[src/rtl/uart_rx_intr.sv]
// uart_rx_intr: 8N1 asynchronous serial receiver with a level interrupt.
//
// Each byte received on rxd is presented on r_data. irr is raised on the same
// edge and held until the CPU produces a rising edge on ack. Two sticky debug
// flags are provided: overrun (a byte landed on an unacknowledged one) and
// frame_err (stop bit sampled low).
//
// Ports:
//   clk        system clock
//   reset      asynchronous, active-high reset
//   rxd        serial line, idle high, asynchronous to clk
//   irr        byte-available interrupt request (level)
//   ack        CPU acknowledge; only its rising edge acts
//   r_data     last received byte, stable while irr=1
//   overrun    sticky overrun flag
//   frame_err  sticky framing error flag
module uart_rx_intr #(
  parameter int CLKS_PER_BIT = 234
) (
  input  logic       clk,
  input  logic       reset,
  input  logic       rxd,
  output logic       irr,
  input  logic       ack,
  output logic [7:0] r_data,
  output logic       overrun,
  output logic       frame_err
);

  localparam int CW = (CLKS_PER_BIT > 1) ? $clog2(CLKS_PER_BIT) : 1;
  localparam int H  = CLKS_PER_BIT / 2;
  localparam logic [CW-1:0] CNT_LAST = CW'(CLKS_PER_BIT - 1);
  localparam logic [CW-1:0] CNT_HALF = CW'(H - 1);

  typedef enum logic [2:0] {
    WAIT_HIGH,
    IDLE,
    START,
    DATA,
    STOP
  } state_t;

  state_t          state, state_nxt;
  logic [CW-1:0]   cnt, cnt_nxt;
  logic [2:0]      idx, idx_nxt;
  logic [7:0]      sh, sh_nxt;
  logic            rxd_p0, rxs;
  logic            ack_d;
  logic            ack_rise;
  logic            stop_ok, stop_bad;

  // Stage p0/p1: two-flop synchroniser; resets to the idle (high) level.
  always_ff @(posedge clk or posedge reset) begin
    if (reset) begin
      rxd_p0 <= 1'b1;
      rxs    <= 1'b1;
    end else begin
      rxd_p0 <= rxd;
      rxs    <= rxd_p0;
    end
  end

  assign ack_rise = ack & ~ack_d;

  always_ff @(posedge clk or posedge reset) begin
    if (reset) begin
      state <= WAIT_HIGH;
      cnt   <= '0;
      idx   <= '0;
      sh    <= '0;
    end else begin
      state <= state_nxt;
      cnt   <= cnt_nxt;
      idx   <= idx_nxt;
      sh    <= sh_nxt;
    end
  end

  always_comb begin
    state_nxt = state;
    cnt_nxt   = cnt;
    idx_nxt   = idx;
    sh_nxt    = sh;
    stop_ok   = 1'b0;
    stop_bad  = 1'b0;
    case (state)
      // Refuse to arm until the line is seen idle, so a reset or a framing
      // error in the middle of a frame cannot lock onto a data bit.
      WAIT_HIGH: begin
        if (rxs) state_nxt = IDLE;
      end
      IDLE: begin
        if (!rxs) begin
          state_nxt = START;
          cnt_nxt   = '0;
        end
      end
      // Re-check the start bit at its centre; a high level here is a glitch.
      START: begin
        if (cnt == CNT_HALF) begin
          cnt_nxt   = '0;
          idx_nxt   = '0;
          state_nxt = rxs ? IDLE : DATA;
        end else begin
          cnt_nxt = cnt + 1'b1;
        end
      end
      DATA: begin
        if (cnt == CNT_LAST) begin
          cnt_nxt     = '0;
          sh_nxt[idx] = rxs;
          idx_nxt     = idx + 3'd1;
          if (idx == 3'd7) state_nxt = STOP;
        end else begin
          cnt_nxt = cnt + 1'b1;
        end
      end
      // Leaving for IDLE mid stop bit lets a back-to-back start bit be caught.
      STOP: begin
        if (cnt == CNT_LAST) begin
          cnt_nxt = '0;
          if (rxs) begin
            stop_ok   = 1'b1;
            state_nxt = IDLE;
          end else begin
            stop_bad  = 1'b1;
            state_nxt = WAIT_HIGH;
          end
        end else begin
          cnt_nxt = cnt + 1'b1;
        end
      end
      default: state_nxt = WAIT_HIGH;
    endcase
  end

  // Output stage: a new byte or a new flag always beats a coincident ack edge.
  always_ff @(posedge clk or posedge reset) begin
    if (reset) begin
      ack_d     <= 1'b0;
      irr       <= 1'b0;
      r_data    <= '0;
      overrun   <= 1'b0;
      frame_err <= 1'b0;
    end else begin
      ack_d <= ack;

      if (stop_ok) begin
        r_data <= sh;
        irr    <= 1'b1;
      end else if (ack_rise) begin
        irr <= 1'b0;
      end

      if (stop_ok && irr && !ack_rise) begin
        overrun <= 1'b1;
      end else if (ack_rise) begin
        overrun <= 1'b0;
      end

      if (stop_bad) begin
        frame_err <= 1'b1;
      end else if (ack_rise) begin
        frame_err <= 1'b0;
      end
    end
  end

endmodule

[config.mk]
export PLATFORM = sky130hd
export DESIGN_NAME = uart_rx_intr
export DESIGN_NICKNAME = d
export VERILOG_FILES = /design/src/rtl/uart_rx_intr.sv
export SDC_FILE = /design/constraint.sdc
export NUM_CORES = 1
export LEC_CHECK = 0
export ABC_AREA = 1
export CAP_MARGIN = 10
export CORE_MARGIN = 2
export CORE_UTILIZATION = 40
export CTS_BUF_LIST = sky130_fd_sc_hd__clkbuf_16
export CTS_CLUSTER_DIAMETER = 80
export DETAILED_ROUTE_END_ITERATION = 12
export GPL_TIMING_DRIVEN = 1
export MAX_ROUTING_LAYER = met4
export PLACE_DENSITY = 0.59
export REMOVE_ABC_BUFFERS = 1
export SETUP_SLACK_MARGIN = 0.4
export SKIP_LAST_GASP = 1
export SLEW_MARGIN = 40
export SYNTH_ARGS = -nofsm -noshare
export SYNTH_HDL_FRONTEND = slang
export SYNTH_SLANG_ARGS = --single-unit
[constraint.sdc]
create_clock -name clk -period 1.5 [get_ports clk]
set_input_delay 0.375 -clock clk [delete_from_list [all_inputs] [get_ports clk]]
set_output_delay 0.375 -clock clk [all_outputs]
set_load 0.03 [all_outputs]
Word level (Yosys, flattened, before mapping):

Cells that the tools add are included.

* register bits after elaboration: 36
* bits of input ports: 4
* output and inout port bits: 11
* logic and storage cells: 74

* $add $sub $neg: 2
* order comparisons: 2
* equality and inequality tests: 13
* muxes and demuxes: 29
* bitwise operators: 2
* reduce and logical (&&, ||, !) cells: 15

Operator list (number)
* 3-bit 2-to-1 mux: 8
* 8-bit 2-to-1 mux: 3
* 8-bit one-hot mux with 3 select lines: 1
* 3-bit one-hot mux with 5 select lines: 1
* 1-bit 2-to-1 mux: 12
* 2-bit inequality test (second input constant): 6
* 8-bit by 1-bit adder with 8-bit output (second input constant): 1
* 8-bit bitwise mux: 1
* 8-bit by 7-bit equality test with 1-bit output (second input constant): 1
* 8-bit equality test (second input constant): 1
* 2-bit nonzero test: 4
* 3-bit by 2-bit equality test with 1-bit output (second input constant): 2
* 3-bit equality test (second input constant): 2
* 3-bit one-hot mux with 2 select lines: 1
* 6-bit AND reduction: 1
* 3-bit by 4-bit < comparator with 1-bit output (second input constant): 1
* 2-bit AND reduction: 2
* 3-bit by 1-bit adder with 3-bit output (second input constant): 1
* 1-bit demux with 3-bit select: 1
* 3-bit by 1-bit equality test with 1-bit output (second input constant): 1
* 3-bit by 1-bit greater-or-equal comparator with 1-bit output (second input constant): 1
* 1-bit logical AND: 3
* 3-bit zero test: 1
* 3-bit AND reduction: 1
* other kinds (6): 6

Logic depth before layout (Yosys ltp):

* depth after elaboration: 6
* mapped depth: 10
* gate-level depth less buffers: 10

Worst setup path before layout:

OpenSTA, ideal clock, no wires.

* path kind: register to register
* start: register cnt[1]
* end: register sh[1]
* library setup time: 0.123 ns
* arrival: 1.303 ns
* data required time: 1.377 ns
* path slack: 0.074 ns
* stages on the path, launching flop included: 11
* buffers on the path: 1
* clock period less this slack: 1.426 ns
* path through: dfrtp_1 -> inv_1 -> ha_1 -> nand2_1 -> nor2_4 -> nand2_4 -> nor2_4 -> buf_6 -> nand3_1 -> nand2_1 -> o21ai_1

* word-level cells in the longest chain between the ends: 2

RTL lines
* from (decl): RTL line 44 `logic [CW-1:0] cnt, cnt_nxt;`
* from (signal assigned): RTL line 73 `cnt <= cnt_nxt;`
* 8-bit equality test: RTL line 109 `if (cnt == CNT_LAST) begin`
* 2-bit AND reduction (no source line)
* to (signal assigned): RTL line 75 `sh <= sh_nxt;`
* to (decl): RTL line 46 `logic [7:0] sh, sh_nxt;`

Every way passes these cells.
A chain may end at the register's enable or synchronous reset.

Worst setup path after layout:

Ends and elaborated chain as after synthesis.

==> impl_metrics.yaml <==
setup_path:
  cp.arrival_ps: 1670
  ff2ff_setup_slack_ps: -10
  r2r-start: "cnt[1]"
  crit_required_ps: 1660
  start_kind: "flop"
  rr_worst_depth: 9
  critical_path_class: "reg2reg"
  worst_path_largest_cell_delay_ps: 390
  critPathSlowestCell: "dfrtp_1"
  crit_buf_inv: 1
  worstSetupEndpointType: "flop"
  cp_num_cells: 9
  crit_chain: "inv_2 > ha_4 > nand2_4 > nor2_4 > nand2_4 > nor2_4 > nand3_2 > nand2_1 > o21ai_1"
  worstReg2RegEnd: "sh[1]"
  critPathMaxFanout: 7
  path_delay_family: "simple AND/OR/NAND/NOR gates"
cells_and_area:
  syn2layout_area_growth_pct: 46.3
  multi_input_area_sq_um: 940
  regArea_sq_um: 906
  fin_nets: 272
  diodes: 0
  final_cell_area_sq_mm: 0.00259
  fin_cells: 316
  final_layout_size_suffix_gt1_share_pct: 38.3
  fillers: 363
synthesis:
  synthTopCellsByArea: "dfrtp_1 (48%), nand2_1 (14%), nand3_1 (6.2%)"
  async_flop_share_pct: 100
  synth_xor_area_share_pct: 1.98
  yosys_register_bits: 36
  syn-cell-area_sq_mm: 0.00177
  synthSimpleGateAreaFrac_pct: 28.3
  yosys-top-cells-count: "nand2_1 (65), dfrtp_1 (34), inv_1 (22), nand3_1 (22), o21ai_0 (15)"
  synthAdderAreaFrac_pct: 3.53
  synth_cell_types: 27
  synthMuxAreaShare_pct: 0
  yosysTopAreaCellShare_pct: 48.1
  synth_compound_area_share_pct: 9.33
  synth-edff-count: 0
  synth_top_family_by_area: "simple AND/OR/NAND/NOR gates"
  yosysSeqAreaShare_pct: 51.0
  synth.most_common_cell: "nand2_1"
  syn_avg_cell_area_sq_um: 8.43
  synthCells: 210
  ys.flop_type: "dfrtp_1"
  ys_warn_count: 0
  synth.largest_area_cell: "dfrtp_1"
timing:
  fin_skew_ps: 2.20
  fin_crit_sh_pct: 101
  tns_ps: -26.3
  setup_viol: 2
  slew_headroom_pct: 78.6
  rsz0062_at_grt: "yes"
  worst_pin_slew_ps: 318
  whs_ps: 357
  setup_ws_ps: -14.6
  slew_violations: 0
  period_needed_ps: 1510
  finalHoldViolations: 0
  fmax_ghz: 0.660
power_and_ir_drop:
  p_per_area_mw_per_mm2: 1340
  ir_drop_mv: 0.912
  leakage_nw: 1.32
route:
  drc_errors: 0
  first_iter_violations: 90
  postRouteAntennaNets: 0
  wl_microns: 4080
  wl_per_cell_microns: 12.9
  dr.pass1.iters: 4
  via_per_inst: 4.90
  dr_total_vias: 1547
worst_hold_path:
  hold-path-endpoint: "rxs"
  hold_path_class: "reg2reg"
  min_from: "rxd_p0"
  whs_path_depth: 0
clock_tree:
  cts_max_path_buffers: 2
  cts.clk_slew.worst_paths_ps: 50
  cts_sinks: 36
  cts_root_buf: "clkbuf_16"
  htree_levels: 2
  numCtsBuffers: 5
  clkLatencyLatePin_ps: 280
  holdBufCountCts: 0
  cts_tree: "built"
floorplanning:
  core-area_sq_mm: 0.00429
  die_height_microns: 70.5
  rows: 24
  dieArea_sq_mm: 0.00497
  num_io_pins: 15
  start_util_pct: 41.2
  die_w_microns: 70.5
place:
  dpl.hpwl_microns: 2340
  dp_worst_setup_slack_ps: -57.0
  place_congestion: 0.808
  port_buffers: 14
  dp.cells: 289
  placed_cell_area_sq_mm: 0.00208
global_route:
  grt_pass1_vias: 1534
  grt-ovfl-total: 0
  grt_max_degree: 37
  grt_first_pass_wirelength_microns: 7030
  track_usage_pct: 18.8
  antenna_found_initial: 0
run:
  cap_violations: 0
status:
  violations: "negative setup slack"
  outcome: "finished, violations left"
==> how the worst max path moves through the flow <==
stage	to	slack [ps]	startpoint
after floorplan	idx[0]	50	cnt[1]
after global placement	idx[1]	-40	cnt[1]
after detailed placement	idx[1]	-60	cnt[1]
after CTS	sh[7]	8	cnt[1]
after global routing	sh[1]	-90	cnt[1]
final	sh[1]	-10	cnt[1]
==> cells by family (layout without fill, tap and decap cells) <==
family | Yosys count | after routing
AOI/OAI and AO/OA | 29 | 29
xor gates and xnor gates | 4 | 4
adders and majority gates | 5 | 5
buffers and inverters | 25 | 77
DFF | 36 | 36
and+or+nand+nor | 111 | 113
==> metrics by stage <==
step	util, %	total power, mW
6_report	60.3	3.47
5_1_grt	60.3	3.71
4_1_cts	57.3	3.41
3_5_place_dp	48.5	2.06
3_3_place_gp	48.5	2.05
2_1_floorplan	-	1.73
==> layer usage <==
| metal | global-route usage, % | vias up | part of all wire, % |
|---|---|---|---|
| met4 | 9.64 | 0 | 2.1 |
| met5 | - | - | 0 |
| met1 | 22.6 | 719 | 45 |
| met3 | 4.27 | 8 | 3.2 |
| li1 | - | 792 | - |
| met2 | 29.9 | 28 | 50 |
==> sequential cells by signal, summed over array words and instances (netlist names), 3 cells and up <==
name    flops
state       3
idx         3
r_data      8
cnt         8
sh          8
==> cell type report <==
cell class / instances / area share (%)
timing repair buffer: 46 / 16.6
clock buffer: 5 / 4.83
clock inverter: 3 / 1.50
inverter: 23 / 3.33
sequential: 36 / 35.0
tap: 52 / 2.51
multi-input combinational: 151 / 36.3
==> timing repair <==
item	CTS	global route
buffers inserted	9	8
resized for setup	104	28
pin swaps	7	10
setup endpoints to repair	44	44
cloned	2	0
==> report_power, final <==
part | internal (mW) | switching [mW]
Combinational | 0.482 | 0.654
Clock | 0.774 | 0.374
Sequential | 1.07 | 0.113
Total | 2.33 | 1.14
==> placed cells by master (no fill, tap or decap), types with 2 or more instances in the layout <==
cell type        count
o21ai_1             10
nand2_2             13
buf_4               25
nand3_1             14
clkbuf_16            5
buf_6               17
nor2_2               4
inv_1               19
xor2_1               4
clkdlybuf4s50_1      3
nand2_4              4
o21ai_0             10
dfrtp_2              2
nor2_1               9
dfstp_2              2
nor3_1               3
ha_1                 4
nor2_4               3
nand3_2              7
inv_2                5
dfrtp_1             32
nand4_4              2
nand2_1             51
o21ai_2              2
No activity file was read; power rests on OpenSTA's default activity.
